==> src/rtl/sram_read_arbiter.sv <==
// Round-robin arbiter for the shared packet SRAM read port, with per-port frame lock
// and a latency-matched return pipe that steers rvalid back to the issuing port.
module sram_read_arbiter #(
    parameter int NUM_PORTS  = 4,
    parameter int ADDR_W     = 12,
    parameter int BLOCK_BITS = 64,
    parameter int RD_LATENCY = 1
) (
    input  logic                              clk,
    input  logic                              rst_n,
    input  logic [NUM_PORTS-1:0]              re_i,
    input  logic [NUM_PORTS-1:0][ADDR_W-1:0]  raddr_i,
    input  logic [NUM_PORTS-1:0]              lock_i,
    output logic [NUM_PORTS-1:0]              gnt_o,
    output logic [NUM_PORTS-1:0]              rvalid_o,
    output logic [BLOCK_BITS-1:0]             rdata_o,
    output logic                              sram_re_o,
    output logic [ADDR_W-1:0]                 sram_addr_o,
    input  logic [BLOCK_BITS-1:0]             sram_rdata_i
);
    localparam int PW = $clog2(NUM_PORTS);

    logic [PW-1:0]         rr_ptr_q, rr_ptr_d;
    logic                  lock_vld_q, lock_vld_d;
    logic [PW-1:0]         lock_own_q, lock_own_d;
    logic [ADDR_W-1:0]     addr_q, addr_d;
    logic [RD_LATENCY-1:0] pv_q;
    logic [PW-1:0]         pid_q [RD_LATENCY];

    logic                  win_vld;
    logic [PW-1:0]         win_idx;

    // Winner selection; iterating downward leaves the first requester at or after rr_ptr.
    always_comb begin
        win_vld = 1'b0;
        win_idx = '0;
        if (lock_vld_q) begin
            if (re_i[lock_own_q]) begin
                win_vld = 1'b1;
                win_idx = lock_own_q;
            end
        end else begin
            for (int k = NUM_PORTS - 1; k >= 0; k--) begin
                if (re_i[PW'((int'(rr_ptr_q) + k) % NUM_PORTS)]) begin
                    win_vld = 1'b1;
                    win_idx = PW'((int'(rr_ptr_q) + k) % NUM_PORTS);
                end
            end
        end
    end

    always_comb begin
        rr_ptr_d   = rr_ptr_q;
        lock_vld_d = lock_vld_q;
        lock_own_d = lock_own_q;
        addr_d     = addr_q;
        if (win_vld) begin
            rr_ptr_d   = PW'((int'(win_idx) + 1) % NUM_PORTS);
            lock_vld_d = lock_i[win_idx];
            lock_own_d = win_idx;
            addr_d     = raddr_i[win_idx];
        end else if (lock_vld_q && !re_i[lock_own_q] && !lock_i[lock_own_q]) begin
            // Owner walked away without a final locked access.
            lock_vld_d = 1'b0;
        end
    end

    always_comb begin
        gnt_o = '0;
        if (win_vld) begin
            gnt_o[win_idx] = 1'b1;
        end
        sram_re_o   = win_vld;
        sram_addr_o = win_vld ? raddr_i[win_idx] : addr_q;
        rdata_o     = sram_rdata_i;
        rvalid_o    = '0;
        for (int q = 0; q < NUM_PORTS; q++) begin
            rvalid_o[q] = pv_q[RD_LATENCY-1] && (pid_q[RD_LATENCY-1] == PW'(q));
        end
    end

    always_ff @(posedge clk or negedge rst_n) begin
        if (!rst_n) begin
            rr_ptr_q   <= '0;
            lock_vld_q <= 1'b0;
            lock_own_q <= '0;
            addr_q     <= '0;
            pv_q       <= '0;
            for (int i = 0; i < RD_LATENCY; i++) begin
                pid_q[i] <= '0;
            end
        end else begin
            rr_ptr_q   <= rr_ptr_d;
            lock_vld_q <= lock_vld_d;
            lock_own_q <= lock_own_d;
            addr_q     <= addr_d;
            pv_q[0]    <= win_vld;
            pid_q[0]   <= win_idx;
            for (int i = 1; i < RD_LATENCY; i++) begin
                pv_q[i]  <= pv_q[i-1];
                pid_q[i] <= pid_q[i-1];
            end
        end
    end
endmodule
==> config.mk <==
export PLATFORM = sky130hd
export DESIGN_NAME = sram_read_arbiter
export DESIGN_NICKNAME = d
export VERILOG_FILES = /design/src/rtl/sram_read_arbiter.sv
export SDC_FILE = /design/constraint.sdc
export NUM_CORES = 1
export LEC_CHECK = 0
export ABC_AREA = 1
export BUFFER_PORTS_ARGS = -buffer_cell sky130_fd_sc_hd__buf_2
export CAP_MARGIN = 20
export CORE_AREA = 2 2 79 81
export CTS_BUF_LIST = sky130_fd_sc_hd__clkbuf_4
export CTS_CLUSTER_SIZE = 25
export DETAILED_ROUTE_END_ITERATION = 10
export DIE_AREA = 0 0 81 83
export PLACE_DENSITY = 0.92
export SLEW_MARGIN = 20
export SYNTH_ARGS = -nofsm -noshare
export SYNTH_HDL_FRONTEND = slang
export SYNTH_SLANG_ARGS = --single-unit
==> constraint.sdc <==
create_clock -name clk -period 3.5 [get_ports clk]
set_input_delay 0.175 -clock clk [delete_from_list [all_inputs] [get_ports clk]]
set_output_delay 0.175 -clock clk [all_outputs]
set_load 0.02 [all_outputs]
==> impl_summary.md, run 1 <==
Outcome
The flow ran to the end, and the final reports show no timing, DRC or antenna violations.

CTS
Buffers inserted during clock tree synthesis total 3. CTS built an H-tree with a depth of 1. TritonCTS built the clock tree. The register clock-pin slew on the reported worst setup and hold paths is 0.12 ns. The number of resized instances in the post-cts repair step is 0.

Buffers inserted to repair hold after CTS numbered 1. The latest clock arrival within the worst-skew pair is 0.30 ns. The maximum count of clock buffers along a single path is 2. The setup fix buffers added after clock tree synthesis is 0.

For this design, the sink count on the clock tree is 20. The cell at the root of the clock tree is sky130_fd_sc_hd__clkbuf_4.

Critical path
At the worst endpoint, the required time is 3.32 ns. The gate family responsible for the most delay along the worst path is simple AND/OR/NAND/NOR gates. The critical path is of the register to output pin type.

The startpoint of the lowest-slack register-to-register path is rr_ptr_q[0]. The cell with the biggest individual delay on the critical path is sky130_fd_sc_hd__dfrtp_1. The signal on the critical path passes through inv_6 > nand2_1 > nand2_1 > nand2_2 > nand2_2 > nor2_2 > nor2_1 > nand2_2 > nand3_4 > nand2_4 > inv_2 > ha_1 > inv_1 > nor2_1 > buf_2. Together, buffers and inverters on the worst path number 4. The launching element of the worst setup path is rr_ptr_q[0]. The sort of element at the end of the critical path is an output pin. The worst setup path is launched from a register.

Along the worst path, the maximum fanout reaches 40. For this run, the slowest stage of the critical path takes 0.58 ns. The library cell appearing most often on the critical path is sky130_fd_sc_hd__nand2_2. Data on the critical path arrives at its endpoint at 2.79 ns.

STA
The number of pins exceeding their max-slew limit in the final report is 0. Of the available clock period, the critical path in the final layout requires 84.8%. Setup repair after global routing left no endpoint under its margin. The minimum period implied by the final worst setup slack is 2.97 ns. The worst pin sits at a relative slew slack of 69.6%. The total setup violations reported at the end of the flow is 0. The upper clock frequency limit is 337 MHz. Clock skew on the completed layout was measured at 0.00739 ns. The count of final hold-check violations is 0. The pin slew with the least headroom to its limit is 0.456 ns. The total negative slack is 0 ns.

Synthesis
The number of nets handed over by synthesis was 473. The total standard cell area after synthesis is 0.00226 sq mm. The synthesized design contains 20 register bits. The average size of a mapped cell is 6.52 sq um.

Yosys printed 0 warnings. In the synthesized netlist, the number of instances is 347. The sequential-to-total area share from yosys stat is 22.1%. The number of library cell types mapped by synthesis is 28.

Cells and area
The number of nets in the layout is 483. The repair_antennas step left the layout with diodes totalling 0. The relative area change from synthesis to final layout is -1.60%. Cells with a size suffix above 1 make up 30.9% of the layout.

The most common library cell in the layout ignoring fill and taps is sky130_fd_sc_hd__nand2_1. The top cell types in the final layout, fill and taps aside, are sky130_fd_sc_hd__nand2_1 (86), sky130_fd_sc_hd__buf_2 (78), sky130_fd_sc_hd__inv_1 (52). After filler insertion, the fill cell instance count of the layout stands at 640.

Floorplanning
The die is 81 microns wide. The height of the chip is 83 microns. The area of the core is 0.00582 sq mm. In this run the core area contains 28 standard-cell rows.

The area of the die is 0.00672 sq mm. For this configuration, the core starts out at a cell density of 38.9%. The number of ports placed on the die boundary is 207.

Power and ir drop
The peak supply drop is 1.05 mV. The static leakage is 0.00137 uW. The power after layout is 3010 uW. Dividing total power by cell area gives a power density of 1350 mW/mm^2.

Routing
After the first detailed-routing iteration, the DRC count stood at 49. The via density per instance is 4.81. Wires add up to 5230 microns.

For this run, design rule violations remaining after detail routing come to 0. The first-pass iteration count of the detailed router is 4. Once detail routing completed, the nets flagged for antenna violations numbered 0.

After detailed routing, the average wire length per cell comes to 12.1 microns. The final route contains 2074 vias.

Placed design
Detailed placement finished with a half-perimeter wire length of 4210 microns. During placement, the flow inserted port buffers numbering 78. Routability-driven placement finished with a final weighted congestion of 0.956.

Global routing
Across every metal layer, demand over resource in global routing totals 15.2%. The number of antenna violations at the first check in global routing is 0. The total overflow reported by the global router is 0. The first global-routing pass estimated 8330 microns of wire. Entering global routing, the biggest net connects 41 pins. The number of global-route vias before repair is 1946.

Min path
In this run the most critical hold path is launched from raddr_i[14]. In this run the worst hold path is classified as input port to register.

Run
The count of max-cap constraint violations is 0.
-- stage by stage --
step / instance area (sq um) / utilization (%) / setup slack [ns] / std cells / hold slack (ns)
after global routing: 2230 / 38.3 / 0.276 / 431 / 0.174
after floorplan: 2260 / - / 1.34 / 347 / -0.121
after detailed placement: 2190 / 37.7 / 0.917 / 426 / 0.144
after CTS: 2230 / 38.3 / 0.554 / 431 / 0.169
after global placement: 2190 / 37.7 / 1.02 / 426 / 0.144
final: 2230 / 38.3 / 0.532 / 431 / 0.176
-- cell usage after synthesis --
cell / number / share of area, %
sky130_fd_sc_hd__nand2_1: 86 / 14
sky130_fd_sc_hd__buf_4: 67 / 22
sky130_fd_sc_hd__inv_1: 52 / 8.6
sky130_fd_sc_hd__nand3_1: 46 / 10
sky130_fd_sc_hd__dfrtp_1: 20 / 22
sky130_fd_sc_hd__a21oi_1: 9 / 2.0
sky130_fd_sc_hd__nand2_2: 9 / 2.5
sky130_fd_sc_hd__nor2_1: 9 / 1.5
sky130_fd_sc_hd__inv_2: 7 / 1.2
sky130_fd_sc_hd__o211ai_2: 5 / 2.8
sky130_fd_sc_hd__or2_1: 5 / 1.4
sky130_fd_sc_hd__buf_2: 4 / 0.88
sky130_fd_sc_hd__ha_1: 4 / 2.2
sky130_fd_sc_hd__nor3_1: 4 / 0.88
sky130_fd_sc_hd__o21ai_0: 4 / 0.88
sky130_fd_sc_hd__buf_6: 2 / 1.0
sky130_fd_sc_hd__nor2_2: 2 / 0.55
sky130_fd_sc_hd__o21ai_1: 2 / 0.44
sky130_fd_sc_hd__a21oi_2: 1 / 0.39
sky130_fd_sc_hd__and2_1: 1 / 0.28
sky130_fd_sc_hd__buf_8: 1 / 0.66
sky130_fd_sc_hd__clkbuf_1: 1 / 0.17
sky130_fd_sc_hd__inv_6: 1 / 0.39
sky130_fd_sc_hd__nand2_4: 1 / 0.50
sky130_fd_sc_hd__nand3_4: 1 / 0.77
sky130_fd_sc_hd__nand4_1: 1 / 0.28
sky130_fd_sc_hd__o21ai_4: 1 / 0.72
sky130_fd_sc_hd__o22ai_1: 1 / 0.28
-- state kept, by name (all words and copies together) (netlist names) --
| signal | count |
|---|---|
| lock_vld_q | 1 |
| rr_ptr_q | 2 |
| pid_q | 2 |
| lock_own_q | 2 |
| addr_q | 12 |
| pv_q | 1 |
-- logic make-up after synthesis --
family	synth area share (%)
AND/OR/NAND/NOR	33.1
buffers and inverters	35.1
AO/OA/AOI/OAI	7.47
flip-flops	22.1
adder cells (fa/ha/maj)	2.21
-- final cells by class --
class	instances	area, sq um	area share, %
inverters	60	230	10.3
well taps	75	93.8	4.22
clock inverters	1	3.75	0.169
clock buffers	3	22.5	1.01
multi-input cells	192	967	43.5
repair buffers	80	408	18.3
flip-flops and latches	20	500	22.5
-- power by group --
part	internal [uW]	total (uW)	leakage [uW]	switching [uW]
Sequential	371	460	0.000235	88.9
Clock	41.5	114	0.0000154	72.4
Combinational	752	2440	0.00112	1690
Total	1160	3010	0.00137	1850
-- metal layers --
layer  global-route usage (%)  share of wire (%)
met1                     18.3                 42
met2                     24.8                 47
met3                     3.26                8.0
met4                     7.86                3.2
met5                        0                  0
-- final timing paths --
kind	endpoint	depth (start not counted)	slack [ns]
worst max register to register	rr_ptr_q[1]	14	0.92
worst max-delay path	gnt_o[3]	15	0.53
max in group asynchronous	pid_q[1]	2	2.84
worst min register to register	addr_q[3]	2	0.49
worst min-delay path	addr_q[2]	3	0.18
min in group asynchronous	addr_q[5]	2	0.34
-- worst reg2reg max path, stage by stage, from the launching register on --
cell	delay [ns]
sky130_fd_sc_hd__dfrtp_1	0.58
sky130_fd_sc_hd__inv_6	0.08
sky130_fd_sc_hd__nand2_1	0.09
sky130_fd_sc_hd__nand2_1	0.10
sky130_fd_sc_hd__nand2_2	0.11
sky130_fd_sc_hd__nand2_2	0.06
sky130_fd_sc_hd__nor2_2	0.13
sky130_fd_sc_hd__nor2_1	0.06
sky130_fd_sc_hd__nand2_2	0.10
sky130_fd_sc_hd__nand3_4	0.18
sky130_fd_sc_hd__nand2_4	0.40
sky130_fd_sc_hd__inv_2	0.14
sky130_fd_sc_hd__ha_1	0.29
sky130_fd_sc_hd__nand2_1	0.06
sky130_fd_sc_hd__o21ai_0	0.07
Note: power is estimated with default switching activity, not from simulation.
==> inputs of run 2 (changes only) <==
CORE_AREA = 2 2 80 82   (was 2 2 79 81)
DIE_AREA = 0 0 82 84   (was 0 0 81 83)
PLACE_DENSITY = 0.9   (was 0.92)
clock period = 2.75 ns   (was 3.5 ns; I/O delays follow)
==> impl_summary.md, run 2 (same netlist as run 1, synthesis figures left out) <==
Placed design
During placement, the flow inserted port buffers numbering 78. The cell area after placement is 0.00221 sq mm. The final estimated routing congestion in global placement is 0.874. Summed over all nets, the half-perimeter wirelength after detailed placement is 4080 microns.

Cells and area
The share of final-layout standard cells stronger than drive strength 1 is 35.0%. The final standard cell area without fillers is 0.00244 sq mm. The number of fillers in the final layout is 645. The flip-flop count of the largest register, all copies and words added is 12. At the end of the flow, the number of nets in the layout was 499. Summing all flip-flop and latch instances after layout gives 502 sq um. The register with the most flip-flops in the final layout is addr_q. The relative area change from synthesis to final layout is 7.91%. Leaving out fill and tap cells, the most frequent cells in the layout are sky130_fd_sc_hd__nand2_1 (84), sky130_fd_sc_hd__buf_2 (78), sky130_fd_sc_hd__inv_1 (52). Summing all multi-input logic gate instances after layout gives 0.00104 sq mm. The number of antenna repair diodes is 0. The most common library cell in the layout ignoring fill and taps is sky130_fd_sc_hd__nand2_1.

Global routing
The number of global-route vias before repair is 2038. The first global-routing pass estimated 8660 microns of wire. The number of antenna violations at the first check in global routing is 0. Entering global routing, the biggest net connects 41 pins. Summed over all layers, the global routing overflow is 0. Global routing used 15.4% of the available tracks.

STA
Setup violations remaining at the end of the flow were counted as 0. The smallest hold slack is 0.130 ns. The worst-case headroom to the max-slew limit is 69.6%. The final critical path takes up 94.1% of the cycle. The number of pins exceeding their max-slew limit in the final report came to 0. The count of final hold-check violations is 0. Timing would allow up to 387 MHz.

The setup skew after layout is 0.00499 ns. For the pin with the worst max-slew slack, the measured transition is 0.456 ns. After layout, the minimum clock period comes to 2.59 ns.

CTS
Clock-pin slew was measured on the worst setup and hold paths at 0.10 ns. The cell at the root of the clock tree is sky130_fd_sc_hd__clkbuf_4. TritonCTS built the clock tree. The number of buffers inserted during clock tree synthesis is 3.

The clock reaches the later pin of the worst-skew pair after 0.29 ns. In this run the deepest clock path goes through 2 buffers. CTS built an H-tree with a depth of 1. Clock tree synthesis found a total of 20 sinks.

Critical path
In this design, the critical path's most frequently occurring cell is sky130_fd_sc_hd__nand2_2. The slowest stage of the critical path belongs to the cell sky130_fd_sc_hd__dfrtp_2. The required time of the critical path is 2.61 ns. The kind of critical path is register to output pin. The kind of start point of the critical path is a register. The worst stage delay on the critical path is 0.44 ns. The gate family responsible for the most delay along the worst path is simple AND/OR/NAND/NOR gates. The arrival time of data at the critical path endpoint is 2.45 ns. The worst setup path is captured at an output pin. The peak fanout along the critical path is 20. Walking the worst path, the cells encountered are buf_2 > nand2_1 > nand2_2 > nand2_2 > nand2_2 > nor2_2 > nor2_1 > nand2_2 > nand3_4 > buf_12 > nand2_8 > or2_1 > nand2_1 > nand3_1 > buf_2. The buffers plus inverters on the worst setup path is 3.

Run
Across the run, the number of max-cap violations was 0.

Routing
The detailed-route via count is 2120. The via density per instance is 4.73. After detailed routing, the wire length on met1 is 2250 microns. The count of routing violations after the opening detailed-route iteration is 116. The number of nets with antenna violations after routing is 0. The routed length per placed instance is 12.3 microns. In the routed design, unresolved DRC markers number 0. Wire segments on met3 add up to 451 microns in the final route.

The top routing layer in use is met4. For this run, the detailed router's first-pass iteration total came to 4. In the detailed route, the total length drawn on met2 is 2720 microns. Summed over all layers, the routed wires come to 5520 microns.

Floorplanning
The number of ports placed on the die boundary is 207. The height of the chip is 84 microns. The area of the core is 0.00610 sq mm. After floorplanning, the core was divided into 29 placement rows. The floorplan die width is 82 microns. The die covers 0.00689 sq mm. The initial core utilization is 37.1%.

Power and ir drop
Combinational logic burns 83.9% of the power. The power density of the placed cells is 1800 mW/mm^2. The power after layout is 4400 uW.

The clock network is responsible for 3.1% of the overall power. The static leakage is 0.00146 uW. The switching power summed over all nets is 2540 uW. The worst-case IR drop observed on VDD is 1.55 mV.

Internal power comes to 1850 uW. Net switching is 57.9% of the power. The power share of the sequential group is 13.0%.

Outcome
The run finished with clean final reports.

Min path
The type of the worst min-delay path is input port to register.
run 2: cell types whose count changed in the layout (fill, tap and decap cells not counted), moves of 2 or more:
cell / change
sky130_fd_sc_hd__buf_4: +9
sky130_fd_sc_hd__buf_12: +3
sky130_fd_sc_hd__nand2_8: +3
sky130_fd_sc_hd__nand2_1: -2
sky130_fd_sc_hd__nand2_2: +2
sky130_fd_sc_hd__nand3_2: +2
run 2: layout make-up:
type / count / area share [%]
inverter: 60 / 9.53
clock buffer: 3 / 0.923
multi-input combinational: 195 / 42.6
sequential: 20 / 20.6
tap: 77 / 3.95
timing repair buffer: 93 / 22.4
run 2: power by group through the flow:
stage | registers [uW] | logic [uW] | clock network (uW)
2_1_floorplan | 542 | 2610 | 0
3_3_place_gp | 576 | 3060 | 0
3_5_place_dp | 583 | 3130 | 0
4_1_cts | 577 | 3170 | 143
5_1_grt | 588 | 4080 | 160
6_report | 571 | 3690 | 135
run 2: worst reg2reg max path: cells and delay by family (launching register included):
kind / cells / cell delay [ns]
AND/OR/NAND/NOR: 9 / 0.85
flip-flops: 1 / 0.47
buffers and inverters: 4 / 0.45
adder cells (fa/ha/maj): 1 / 0.26
AO/OA/AOI/OAI: 1 / 0.07
run 2: worst paths after layout:
| check | start | endpoint | slack (ns) | cells past startpoint |
|---|---|---|---|---|
| min | raddr_i[19] | addr_q[7] | 0.13 | 3 |
| min reg2reg | addr_q[1] | addr_q[1] | 0.49 | 2 |
| max in group asynchronous | rst_n | rr_ptr_q[0] | 2.10 | 2 |
| min in group asynchronous | rst_n | addr_q[1] | 0.31 | 2 |
| max reg2reg | rr_ptr_q[0] | rr_ptr_q[1] | 0.56 | 15 |
| max | rr_ptr_q[0] | sram_addr_o[8] | 0.16 | 15 |
run 2: stage by stage:
step                      instances  setup TNS [ns]  setup WS, ns  utilization (%)
after detailed placement        430               0         0.272             36.2
after global routing            448         -0.0231       -0.0133             40.0
after global placement          430               0         0.330             36.2
final                           448               0         0.163             40.0
after floorplan                 347               0         0.626                -
after CTS                       434               0        0.0320             36.9
run 2: timing repair:
| action | CTS | global route |
|---|---|---|
| pin swaps | 0 | 5 |
| gates cloned | 0 | 3 |
| buffers inserted | 0 | 11 |
| endpoints found under the hold margin | 20 | 0 |
| resized for setup | 1 | 11 |
| hold buffers | 1 | 0 |
| setup endpoints to repair | 16 | 16 |
run 2: per-layer routing:
| metal | vias to the layer above | track usage, % |
|---|---|---|
| li1 | 1053 | - |
| met1 | 954 | 19.0 |
| met2 | 95 | 25.6 |
| met3 | 18 | 3.90 |
| met4 | 0 | 5.15 |
| met5 | - | 0 |
==> inputs of run 3 (changes only) <==
ABC_AREA = not set   (was 1)
CORE_AREA = 2 2 81 83   (was 2 2 80 82)
DIE_AREA = 0 0 83 85   (was 0 0 82 84)
PLACE_DENSITY = 0.81   (was 0.9)
SKIP_CTS_REPAIR_TIMING = 1   (was not set)
==> impl_summary.md, run 3 <==
Outcome
The flow ran to the end, and the final reports show no timing, DRC or antenna violations.

Power and ir drop
IR analysis of the VDD net gives a maximum drop of 0.630 mV. The analysis attributes to net switching a power of 1110 uW. Internal power comes to 1100 uW. The clock group share of total power is 6.1%.

The static leakage is 0.00102 uW. Combinational logic is responsible for 69.2% of the overall power. The power share of the sequential group is 24.7%. Of the total power, the share spent switching nets is 50.2%.

The power density of the placed cells is 1190 mW/mm^2.

Critical path
The gate family responsible for the most delay along the worst path is flip-flops. The startpoint of the lowest-slack register-to-register path is lock_own_q[1]. Of all nets on the critical path, the largest fanout is 30. The kind of start point of the critical path is a register. The cell with the biggest individual delay on the critical path is sky130_fd_sc_hd__dfrtp_1.

Tracing the worst setup path back leads to its startpoint at lock_own_q[1]. The kind of critical path is register to output pin. The worst setup path is captured at an output pin. The largest single stage delay on the critical path is 0.51 ns. The required time of the critical path is 2.61 ns.

At the worst endpoint, the arrival time is 2.21 ns. The critical path contains buffers and inverters numbering 3 combined. The critical path goes through mux2i_1 > nor2_1 > a31oi_4 > buf_12 > inv_1 > ha_1 > and2_1 > buf_2.

Cells and area
The area taken by multi-input logic gates is 773 sq um. For this run, the number of standard cells in the final layout without fillers is 290. The flip-flop count of the largest register, all copies and words added is 12.

Counting the fill cells in the layout gives 633. Leaving out fill and tap cells, the most frequent cell in the layout is sky130_fd_sc_hd__buf_2. Compared with the post-synthesis result, the final layout area differs by 0.135%.

The number of nets in the layout is 341. The top cell types in the final layout, fill and taps aside, are sky130_fd_sc_hd__buf_2 (78), sky130_fd_sc_hd__mux2i_1 (27), sky130_fd_sc_hd__nand2_1 (25). The repair_antennas step left the layout with diodes totalling 0.

The combined flip-flop and latch cell area is 500 sq um. The register with the most flip-flops is addr_q. Cells with a size suffix above 1 make up 42.3% of the layout.

STA
The final worst-path cycle share is 85.5%. The worst-case headroom to the max-slew limit is 68.9%. The upper clock frequency limit is 425 MHz.

The count of final hold-check violations is 0. At the pin with the least slew margin, the transition time is 0.467 ns. The minimum period implied by the final worst setup slack is 2.35 ns.

The total negative slack is 0 ns. Setup violations remaining at the end of the flow were counted as 0. Across all hold checks on the routed design, the worst slack comes to 0.185 ns. Setup repair after global routing left no endpoint under its margin.

Between clock sinks in the finished design, the worst skew comes to 0.00662 ns. The number of pins exceeding their max-slew limit in the final report is 0.

CTS
The later pin in the worst-skew pair is clocked with a latency of 0.29 ns. CTS built an H-tree with a depth of 1. The register clock-pin slew on the reported worst setup and hold paths is 0.11 ns. TritonCTS built the clock tree. The cell at the root of the clock tree is sky130_fd_sc_hd__clkbuf_4.

The number of buffers inserted during clock tree synthesis is 3. The maximum count of clock buffers along a single path is 2. The clock net in this run drives a total of 20 sinks.

Min path
The type of the worst min-delay path is input port to register. The startpoint identified for the worst hold timing path is lock_i[1].

Placed design
At the end of routability-driven placement, the weighted congestion stood at 0.724. The number of port buffers is 78. The total half-perimeter wirelength after legalization and detailed placement is 3210 microns. The number of cells after detailed placement is 286.

Synthesis
The synthesized design contains 0 enable-type register cells. The proportion of register bits with asynchronous set or reset after synthesis is 100%. The synthesis warning total is 0. By area, the combinational part of the netlist is dominated by buffers and inverters. In this run the mean area of a mapped cell was 9.19 sq um.

Yosys attributes the largest share of cell area to sky130_fd_sc_hd__buf_4 (27%), sky130_fd_sc_hd__dfrtp_1 (27%), sky130_fd_sc_hd__mux2i_1 (15%), sky130_fd_sc_hd__o221ai_1 (6.2%), sky130_fd_sc_hd__nand2_1 (5.1%). In the synthesized netlist, the number of instances is 201. The synthesized design devotes to its leading area cell type 27.2% of total area. Counting distinct cell types in the post-synthesis netlist gives 31.

The synthesized netlist devotes 11.6% of its cell area to compound gates. The total standard cell area after synthesis is 0.00185 sq mm. The synthesized netlist devotes 0% of its cell area to XOR and XNOR gates. The top cell type by total area after synthesis is sky130_fd_sc_hd__buf_4.

Summing the areas of all and, or, nand and nor instances in the mapped netlist gives 10.6% of the synthesized area. When the netlist entered floorplanning its net count stood at 327. The most common cell in the netlist is sky130_fd_sc_hd__buf_4. The sequential-to-total area share from yosys stat is 27.1%. The dominant synthesized flop cell is sky130_fd_sc_hd__dfrtp_1.

The portion of netlist area occupied by mux cells is 16.5%. Counting instances in the post-synthesis netlist gives the leading cell types as sky130_fd_sc_hd__buf_4 (67), sky130_fd_sc_hd__mux2i_1 (27), sky130_fd_sc_hd__nand2_1 (25). The synthesized netlist devotes 2.71% of its cell area to adder and majority cells.

Counting flops and latches in the post-synthesis netlist gives 20.

Global routing
The total overflow reported by the global router is 0. The number of antenna violations at the first check in global routing is 0. The number of global-route vias before repair came to 1416. The first global-routing pass estimated 6460 microns of wire. The combined global-route utilization of all metal layers is 11.0%. The maximum number of pins on one net before global-route repair is 31.

Floorplanning
The initial utilization of the core area, before any placement, comes to 29.8%. The floorplan die width is 83 microns. The area of the core is 0.00620 sq mm. The die covers 0.00706 sq mm. The height of the chip is 85 microns. The floorplan has 29 rows. The number of ports placed on the die boundary is 207.

Routing
The number of nets with antenna violations after routing is 0. The routed length per placed instance is 13.6 microns. The count of routing violations after the opening detailed-route iteration is 41. Dividing the detail-routed via count by the number of cells gives 4.70. The count of unresolved DRC violations after routing is 0. The first-pass iteration count of the detailed router is 4. The detailed router placed 1363 vias in this run. Wires add up to 3960 microns.

Run
The tool flagged a number of max-cap violations equal to 0.
[run 3: cell types whose count changed after synthesis, moves of 4 or more]
| cell | delta |
|---|---|
| sky130_fd_sc_hd__or2_1 | -5 |
| sky130_fd_sc_hd__nand3_1 | -45 |
| sky130_fd_sc_hd__o221ai_1 | +13 |
| sky130_fd_sc_hd__a21oi_1 | -4 |
| sky130_fd_sc_hd__mux2i_1 | +27 |
| sky130_fd_sc_hd__nand2_1 | -61 |
| sky130_fd_sc_hd__o21ai_0 | -4 |
| sky130_fd_sc_hd__nand2_2 | -9 |
| sky130_fd_sc_hd__inv_1 | -47 |
| sky130_fd_sc_hd__inv_2 | -6 |
| sky130_fd_sc_hd__o211ai_2 | -5 |
[run 3: cells by family (layout without fill, tap and decap cells)]
kind of cell / Yosys count / after routing
buffers and inverters: 79 / 91
and+or+nand+nor: 43 / 43
muxes: 29 / 29
AOI/OAI and AO/OA: 26 / 26
DFF: 20 / 20
adders and majority gates: 4 / 4
[run 3: power groups by stage]
stage	sequential (uW)	combinational (uW)	clock (uW)
global placement	544	1520	0
global route	566	1680	155
floorplan	505	1340	0
finish	544	1530	134
CTS	545	1550	145
detailed placement	552	1550	0
[run 3: path summary, 6_finish.rpt]
check,end,slack [ns],depth (start not counted)
max,gnt_o[3],0.40,8
min,lock_vld_q,0.19,3
max reg2reg,rr_ptr_q[1],0.82,8
min reg2reg,addr_q[2],0.49,2
max in group asynchronous,rr_ptr_q[1],2.09,2
min in group asynchronous,lock_own_q[1],0.34,2
[run 3: through the flow]
step	setup WS [ns]	cell area [sq um]	power [uW]	util, %
6_report	0.399	1850	2200	29.8
3_5_place_dp	0.709	1820	2100	29.3
2_1_floorplan	0.743	1850	1850	-
5_1_grt	0.205	1850	2400	29.8
4_1_cts	0.355	1840	2240	29.7
3_3_place_gp	0.778	1820	2070	29.3
[run 3: final cells by class]
type                            count  area share (%)
Multi-Input combinational cell    102            41.8
Sequential cell                    20            27.0
Timing Repair Buffer               82            23.5
Tap cell                           77            5.21
Clock buffer                        3            1.22
Inverter                            6            1.22
[run 3: tightest hold or removal path, stage by stage]
cell and delay (ns):
sky130_fd_sc_hd__buf_2 0.08, sky130_fd_sc_hd__mux2i_1 0.06, sky130_fd_sc_hd__o221ai_1 0.16
[run 3: layer usage]
layer  track usage, %  share of wire (%)  vias to the layer above
met5                0                  0                        -
met4             4.77                2.0                        0
met3             2.24                6.4                       12
met2             21.2                 53                       70
met1             11.4                 38                      635
li1                 -                  -                      646
